==> config.mk <==
export PLATFORM = sky130hd
export DESIGN_NAME = rob_completion_buffer
export DESIGN_NICKNAME = d
export VERILOG_FILES = /design/src/rtl/rob_completion_buffer.sv
export SDC_FILE = /design/constraint.sdc
export NUM_CORES = 1
export LEC_CHECK = 0
export CORE_ASPECT_RATIO = 0.6
export CORE_UTILIZATION = 55
export CTS_CLUSTER_SIZE = 8
export DETAILED_ROUTE_END_ITERATION = 7
export PLACE_DENSITY = 0.75
export REMOVE_ABC_BUFFERS = 1
export SLEW_MARGIN = 5
export SYNTH_ARGS = -nofsm -noshare
export SYNTH_HDL_FRONTEND = slang
export SYNTH_SLANG_ARGS = --single-unit
==> constraint.sdc <==
create_clock -name clk -period 6.5 [get_ports clk]
set_input_delay 0.65 -clock clk [delete_from_list [all_inputs] [get_ports clk]]
set_output_delay 0.65 -clock clk [all_outputs]
set_load 0.05 [all_outputs]
==> src/rtl/rob_completion_buffer.sv <==
// Reorder buffer behind the multiplier M5 writeback: grants rob_ids at issue, absorbs
// out-of-order completions and retires entries to register-file commit in allocation order.
module rob_completion_buffer #(
  parameter int WORD_SIZE       = 32,
  parameter int INSTR_TYPE_SZ   = 2,
  parameter int ROB_ENTRY_WIDTH = 3,
  parameter int REG_ADDR_W      = 5
) (
  input  logic                       clk,
  input  logic                       reset,
  input  logic                       alloc_valid,
  input  logic [WORD_SIZE-1:0]       alloc_pc,
  input  logic [REG_ADDR_W-1:0]      alloc_rd,
  input  logic [INSTR_TYPE_SZ-1:0]   alloc_instr_type,
  output logic                       alloc_ready,
  output logic [ROB_ENTRY_WIDTH-1:0] alloc_rob_id,
  input  logic                       wb_valid,
  input  logic [ROB_ENTRY_WIDTH-1:0] wb_rob_id,
  input  logic [WORD_SIZE-1:0]       wb_result,
  output logic                       commit_valid,
  output logic [ROB_ENTRY_WIDTH-1:0] commit_rob_id,
  output logic [REG_ADDR_W-1:0]      commit_rd,
  output logic [WORD_SIZE-1:0]       commit_result,
  output logic [WORD_SIZE-1:0]       commit_pc,
  output logic [INSTR_TYPE_SZ-1:0]   commit_instr_type,
  output logic                       empty
);

  localparam int DEPTH = 1 << ROB_ENTRY_WIDTH;
  localparam logic [ROB_ENTRY_WIDTH:0] FULL_CNT = (ROB_ENTRY_WIDTH+1)'(DEPTH);
  localparam logic [ROB_ENTRY_WIDTH-1:0] ID_ONE = ROB_ENTRY_WIDTH'(1);

  logic [DEPTH-1:0]           busy_q, busy_d;
  logic [DEPTH-1:0]           done_q, done_d;
  logic [ROB_ENTRY_WIDTH-1:0] head_q, head_d;
  logic [ROB_ENTRY_WIDTH-1:0] tail_q, tail_d;
  logic [ROB_ENTRY_WIDTH:0]   count_q, count_d;

  logic [WORD_SIZE-1:0]     pc_q     [DEPTH];
  logic [REG_ADDR_W-1:0]    rd_q     [DEPTH];
  logic [INSTR_TYPE_SZ-1:0] type_q   [DEPTH];
  logic [WORD_SIZE-1:0]     result_q [DEPTH];

  logic                       commit_valid_q;
  logic [ROB_ENTRY_WIDTH-1:0] commit_rob_id_q;
  logic [REG_ADDR_W-1:0]      commit_rd_q;
  logic [WORD_SIZE-1:0]       commit_result_q;
  logic [WORD_SIZE-1:0]       commit_pc_q;
  logic [INSTR_TYPE_SZ-1:0]   commit_instr_type_q;

  logic alloc_fire, wb_fire, retire;

  // Full is judged on registered count only; a same-edge retire does not free a slot.
  assign alloc_ready = (count_q != FULL_CNT);
  assign alloc_fire  = alloc_valid && alloc_ready;
  assign wb_fire     = wb_valid && busy_q[wb_rob_id];
  assign retire      = busy_q[head_q] && done_q[head_q];

  // NOTE: every variable gets its default first so no path leaves it unassigned (no latch).
  always_comb begin
    busy_d  = busy_q;
    done_d  = done_q;
    head_d  = head_q;
    tail_d  = tail_q;
    count_d = count_q;
    if (wb_fire) begin
      done_d[wb_rob_id] = 1'b1;
    end
    // Retire after completion so a repeated completion to the head cannot resurrect it.
    if (retire) begin
      busy_d[head_q] = 1'b0;
      done_d[head_q] = 1'b0;
      head_d         = head_q + ID_ONE;
    end
    if (alloc_fire) begin
      busy_d[tail_q] = 1'b1;
      done_d[tail_q] = 1'b0;
      tail_d         = tail_q + ID_ONE;
    end
    unique case ({alloc_fire, retire})
      2'b10:   count_d = count_q + 1'b1;
      2'b01:   count_d = count_q - 1'b1;
      default: count_d = count_q;
    endcase
  end

  // NOTE: sequential state uses non-blocking assignments so all registers update together.
  always_ff @(posedge clk) begin
    if (reset) begin
      busy_q  <= '0;
      done_q  <= '0;
      head_q  <= '0;
      tail_q  <= '0;
      count_q <= '0;
    end else begin
      busy_q  <= busy_d;
      done_q  <= done_d;
      head_q  <= head_d;
      tail_q  <= tail_d;
      count_q <= count_d;
    end
  end

  // NOTE: payload storage is not reset; busy/done alone decide whether an entry is live.
  always_ff @(posedge clk) begin
    if (alloc_fire) begin
      pc_q[tail_q]   <= alloc_pc;
      rd_q[tail_q]   <= alloc_rd;
      type_q[tail_q] <= alloc_instr_type;
    end
    if (wb_fire) begin
      result_q[wb_rob_id] <= wb_result;
    end
  end

  always_ff @(posedge clk) begin
    if (reset) begin
      commit_valid_q      <= 1'b0;
      commit_rob_id_q     <= '0;
      commit_rd_q         <= '0;
      commit_result_q     <= '0;
      commit_pc_q         <= '0;
      commit_instr_type_q <= '0;
    end else begin
      commit_valid_q <= retire;
      if (retire) begin
        commit_rob_id_q     <= head_q;
        commit_rd_q         <= rd_q[head_q];
        commit_result_q     <= result_q[head_q];
        commit_pc_q         <= pc_q[head_q];
        commit_instr_type_q <= type_q[head_q];
      end
    end
  end

  assign alloc_rob_id      = tail_q;
  assign empty             = (count_q == '0);
  assign commit_valid      = commit_valid_q;
  assign commit_rob_id     = commit_rob_id_q;
  assign commit_rd         = commit_rd_q;
  assign commit_result     = commit_result_q;
  assign commit_pc         = commit_pc_q;
  assign commit_instr_type = commit_instr_type_q;

endmodule

==> results of run 1 <==
-- cells by family (layout without fill, tap and decap cells) --
group | count (synthesis) | count (layout)
mux | 169 | 169
fa+ha+maj | 5 | 5
simple gates | 240 | 240
flops | 669 | 669
compound gates | 318 | 318
other cells | 0 | 5
xor+xnor | 6 | 6
buf+inv | 111 | 370
-- cell type report --
type	count	area, µm²	area share
Antenna cell	5	12.5	0.000408
Clock buffer	167	2650	0.0863
Clock inverter	6	48.8	0.00159
Inverter	10	42.5	0.00139
Multi-Input combinational cell	738	6240	0.203
Sequential cell	669	19100	0.622
Tap cell	620	776	0.0253
Timing Repair Buffer	187	1820	0.0594
-- routing by layer --
metal	global-route usage	up-vias
li1	-	6431
met2	0.395	691
met5	0	-
met4	0.0862	0
met3	0.0562	98
met1	0.374	7488
-- path summary, 6_finish.rpt --
kind | start | to | slack, ps | cells after the start
max | head_q[0]$_SDFFE_PP0N_ | count_q[2]$_SDFFE_PP0P_ | 2500 | 11
min | busy_q[0]$_SDFF_PP0_ | busy_q[0]$_SDFF_PP0_ | 500 | 2
max reg2reg | head_q[0]$_SDFFE_PP0N_ | count_q[2]$_SDFFE_PP0P_ | 2500 | 11
min reg2reg | busy_q[0]$_SDFF_PP0_ | busy_q[0]$_SDFF_PP0_ | 500 | 2
-- power by group through the flow --
stage               registers (mW)  clock network (mW)  logic, mW
finish                        4.74                4.43      0.239
global route                  4.74                4.67      0.256
floorplan                     4.82                   0     0.0802
global placement              4.82                   0      0.228
CTS                           4.74                4.49      0.238
detailed placement            4.82                   0      0.235
-- through the flow --
step	utilization	hold WS, ps	cells	worst slack (ps)	area (µm²)
2_1_floorplan	-	442	1417	-2650	25200
3_3_place_gp	0.615	479	2224	2660	28000
3_5_place_dp	0.615	492	2224	2540	28000
4_1_cts	0.674	493	2397	2520	30700
5_1_grt	0.674	526	2401	2220	30700
6_report	0.674	496	2402	2500	30700
-- placed cells by master, fill, tap and decap left out, types with 7 or more instances in the layout --
cell type,synthesis,routed
clkbuf_16,0,95
nand2_1,69,69
a211oi_2,47,47
o21ai_0,32,32
a221oi_1,26,26
buf_4,0,28
a21oi_1,59,59
nor2_1,110,101
inv_1,8,7
a22oi_1,41,41
clkbuf_1,56,72
mux2_2,36,36
a211oi_1,7,7
clkdlybuf4s50_1,0,156
o211ai_1,22,22
mux2i_1,84,84
a311oi_2,12,12
mux4_2,49,49
nand2b_1,8,8
nor3_1,17,11
a22o_1,25,25
nor2_4,0,8
dfxtp_1,101,98
edfxtp_1,568,568
-- critical path, cell delays in order (launching register included) --
cell,delay [ps]
dfxtp_4,830
nor2b_1,590
and2b_1,350
o21ai_4,100
inv_6,570
ha_1,400
xor2_1,210
ha_1,170
a21oi_1,50
xor2_1,160
or3_1,310
a21oi_1,140
-- flip-flops by register name, summed over array words and instances, names as in the netlist --
register	cells
alloc_rob_id	3
busy_q	8
commit_instr_type	2
commit_pc	32
commit_rd	5
commit_result	32
commit_rob_id	3
commit_valid	1
count_q	4
done_q	8
head_q	3
pc_q	256
rd_q	40
result_q	256
type_q	16
==> metrics, run 1 <==
largest family of logic cells by synthesized area=compound AO/OA/AOI/OAI gates; gpl congestion=0.852; fill count=2985; die height=169 µm; DR iter-0 viols=1610; # nets final=1782; # Max-Cap Violations=0; Core ar.=45500 µm²; input/output buffers=157; sw power=1.88 mW; count of final max-slew check failures=0; count of different cell masters after synthesis=58; vias in the first global route=14900; Worst Clk Skew=18.4 ps; Mapped Cells=1518; WL met2=28.5 mm; PwrDens=307 nW/µm²; RSZ-0062 raised after global routing=false; top-area cell type share of the netlist area=0.663; post-synth top area cell=edfxtp_1; Synth Area in Compound Gates=0.102; largest net degree at the start of global routing=121; Ports=158; combinational share of power=0.025; num rows=60; Internal=7.53 mW; xor-xnor portion of the synthesized cell area=0.00204; status=finished, final reports clean; Hold Path Class=reg -> reg; achievable clock frequency=250 MHz; Critical Path RT=7030 ps; crit path DAT=4540 ps; drc violations=0; Tcrit/Tclk final=0.616; DIE AREA=47700 µm²; initial antenna violation count=4; Max Root-Sink Buffers=3; DIE WIDTH=281 µm; Detail Placement HPWL=31.7 mm; mapped cell area=25700 µm²; worst skew pair latency=610 ps; WL per Instance=25.2 µm; share of layout cells above drive strength 1=0.174; vias per cell=6.12; metal3 WL=5.18 mm; Setup TNS=0 ps; Switching Share=0.200; number of synthesized register bits=669; M1 WL=25.8 mm; Clk pwr share=0.471; Clock transition at path regs=50 ps; Synth top cells by count=edfxtp_1 (568), nor2_1 (110), dfxtp_1 (101), mux2i_1 (84), nand2_1 (69); Top FF cell, synth=edfxtp_1; remaining global-route overflow=0; Power, Total=9.41 mW; critical path class=reg -> reg; CTS Root Cell=clkbuf_16; simple-gate portion of the synthesized area=0.0407; area grow syn2layout=19.3%; crit end category=flop; Starting Density=0.565; Setup crit start kind=flop; global-route usage over all layers=0.259; CTS hold repair buffers=0; mux cell area share after synthesis=0.0914; Post-CTS Setup Bufs=0; top sig layer=met4; Ys Warns=0; fin crit period=4000 ps; leakage=9.48 nW; first-pass GRT wire length=91.1 mm; CTS tree=done; Synth async-reset ratio=0; CTS H-tree lvls=3; CTS Buf Count=93; drt total wl=60.6 mm; sequential share of power=0.504; Final setup violation count=0; VDD IR max=0.203 mV; leading cell type by number of instances after synthesis=edfxtp_1; final hold violations=0; Syn Area/Cell=16.9 µm²; Worst Tran Pin Value=1200 ps; detailed-route via count=14700; top post-synthesis cells by area=edfxtp_1 (66%), dfxtp_1 (7.9%), mux4_2 (4.3%); CTS resizes=0; Seq/Total Area, Yosys=0.742; Rel. slew slack=0.193; drt pass-1 iters=6; maximum fanout along the worst path=77; Antenna Nets Post-Route=0; number of synthesized flops with an enable pin=568; CTS Sinks=669; adder-cell share of the synthesized area=0.00243
Note: power is estimated with default switching activity, not from simulation.
==> run 2, diff against run 1 <==
CORE_UTILIZATION = 53   (was 55)
clock period = 3.6 ns   (was 6.5 ns; I/O delays follow)
==> run 2 against run 1 <==
Setup slack worse by 1900 ps. First-iteration DRC count is 10% lower. Final cell count is 1.6% higher. Critical endpoint unchanged. Highest routed layer unchanged.
==> metrics, run 2 (synthesis gave the netlist of run 1 again) <==
VDD IR max=0.355 mV (+75%); Max stage delay on crit path=550 ps (-280 ps); count of final max-slew check failures=0 (unchanged); crit path DAT=3590 ps (-950 ps); gpl congestion=0.864 (+1.4%); WL met2=28.6 mm (+0.54%); CTS hold repair buffers=0 (unchanged); WL per Instance=24.8 µm (-1.7%); initial antenna violation count=3 (-1); Post-CTS Setup Bufs=0 (unchanged); first-pass GRT wire length=91.8 mm (+0.80%); Worst Clk Skew=16.3 ps (-2.03 ps); Clock transition at path regs=50 ps (about the same); DIE AREA=49400 µm² (+3.7%); DIE WIDTH=286 µm (+1.9%); fin crit period=3050 ps (-957 ps); metal3 WL=4.85 mm (-6.4%); die height=173 µm (+1.8%); biggest regs=pc_q x256, result_q x256, rd_q x40; # Max-Cap Violations=0 (unchanged); slowest stage cell, crit path=mux4_2; Rel. slew slack=0.247 (+0.0542); fill count=3226 (+8.1%); Power, Total=17.0 mW (+81%); Core ar.=47900 µm² (+5.2%); critical path class=reg -> reg; CTS H-tree lvls=3 (unchanged); # nets final=1802 (+1.1%); Ports=158 (unchanged); crit end category=flop; vias per cell=6.02 (-1.7%); Critical Path RT=4150 ps (-2880 ps); Setup TNS=0 ps (unchanged); DR iter-0 viols=1446 (-10%); Max Root-Sink Buffers=3 (unchanged); leakage=9.62 nW (+1.5%); M1 WL=26.0 mm (+0.80%); maximum fanout along the worst path=12 (-84%); Antenna Nets Post-Route=0 (unchanged); final hold violations=0 (unchanged); vias in the first global route=15000 (+0.40%); detailed-route via count=14700 (-0.14%); status=finished, final reports clean; CTS resizes=0 (unchanged); Hold Path Class=in -> reg; RSZ-0062 raised after global routing=false; remaining global-route overflow=0 (unchanged); share of layout cells above drive strength 1=0.183 (+0.00955); area grow syn2layout=20.6%; top sig layer=met4; CTS Root Cell=clkbuf_16; most frequent cells in the layout=edfxtp_1 (568), clkdlybuf4s50_1 (156), nor2_1 (101), dfxtp_1 (98), clkbuf_16 (93); pre-CTS setup slack=588 ps (-1960 ps); Worst Tran Pin Value=1130 ps (-76.3 ps); sequential standard cell area=19100 µm² (unchanged); Setup crit start kind=flop; Starting Density=0.537 (-0.0280); CTS Sinks=669 (unchanged); multi-input logic area=6240 µm² (unchanged); input/output buffers=157 (unchanged); PwrDens=549 nW/µm² (+79%); drt total wl=60.5 mm (about the same); commonest non-fill, non-tap cell in the layout=edfxtp_1; drt pass-1 iters=6 (unchanged); Buf/Inv on CP=1 (unchanged); largest net degree at the start of global routing=134 (+11%); worst path cell trace=mux2_2 -> mux4_2 -> o21ai_4 -> inv_6 -> ha_1 -> xor2_1 -> ha_1 -> a21oi_1 -> xor2_1 -> or3_1 -> a21oi_1; global-route usage over all layers=0.248 (-0.0111); Final setup violation count=0 (unchanged); num rows=62 (+3.3%); worst skew pair latency=620 ps (about the same); Tcrit/Tclk final=0.847 (+0.230); achievable clock frequency=328 MHz (+31%); drc violations=0 (unchanged); CTS Buf Count=93 (unchanged); fin worst setup slack=552 ps (-1940 ps); Detail Placement HPWL=33.7 mm (+6.4%); cell family with most CP delay=multiplexers; Fin Hold WS=219 ps (-278 ps); CTS tree=done; final core occ=0.648 (-0.0264)
## run 2: area by class of cell
class                           instances  area share
Multi-Input combinational cell        738       0.201
Clock buffer                          167      0.0840
Clock inverter                          8     0.00347
Sequential cell                       669       0.615
Timing Repair Buffer                  207      0.0685
Tap cell                              640      0.0258
Inverter                               10     0.00137
Antenna cell                            2    0.000161
## run 2: worst reg2reg max path, stage by stage, from the launching register on
cell     delay (ps)
dfxtp_4         440
mux2_2          370
mux4_2          550
o21ai_4         250
inv_6            60
ha_1            250
xor2_1          170
ha_1            190
a21oi_1         150
xor2_1          100
or3_1           310
a21oi_1         140
## run 2: through the flow
stage / instances / area (µm²)
detailed placement: 2264 / 28300
floorplan: 1417 / 25200
finish: 2441 / 31000
global placement: 2264 / 28300
CTS: 2439 / 31000
global route: 2440 / 31000
## run 2: per-layer routing
| metal | up-vias | global-route usage |
|---|---|---|
| met5 | - | 0 |
| li1 | 6482 | - |
| met4 | 0 | 0.0724 |
| met3 | 97 | 0.0508 |
| met1 | 7433 | 0.358 |
| met2 | 675 | 0.385 |
## run 2: worst paths after layout
| path | depth (start not counted) | slack, ps | startpoint | to |
|---|---|---|---|---|
| max | 11 | 550 | head_q[0]$_SDFFE_PP0N_ | count_q[2]$_SDFFE_PP0P_ |
| min | 2 | 220 | reset | commit_pc[3]$_SDFFE_PP0N_ |
| max reg2reg | 11 | 550 | head_q[0]$_SDFFE_PP0N_ | count_q[2]$_SDFFE_PP0P_ |
| min reg2reg | 2 | 500 | commit_pc[30]$_SDFFE_PP0N_ | commit_pc[30]$_SDFFE_PP0N_ |
## run 2: power breakdown
part | total [mW] | leakage, nW | switching (mW) | internal [mW]
Clock | 8.03 | 1.28 | 3.17 | 4.87
Sequential | 8.55 | 5.95 | 0.0344 | 8.52
Combinational | 0.437 | 2.38 | 0.275 | 0.162
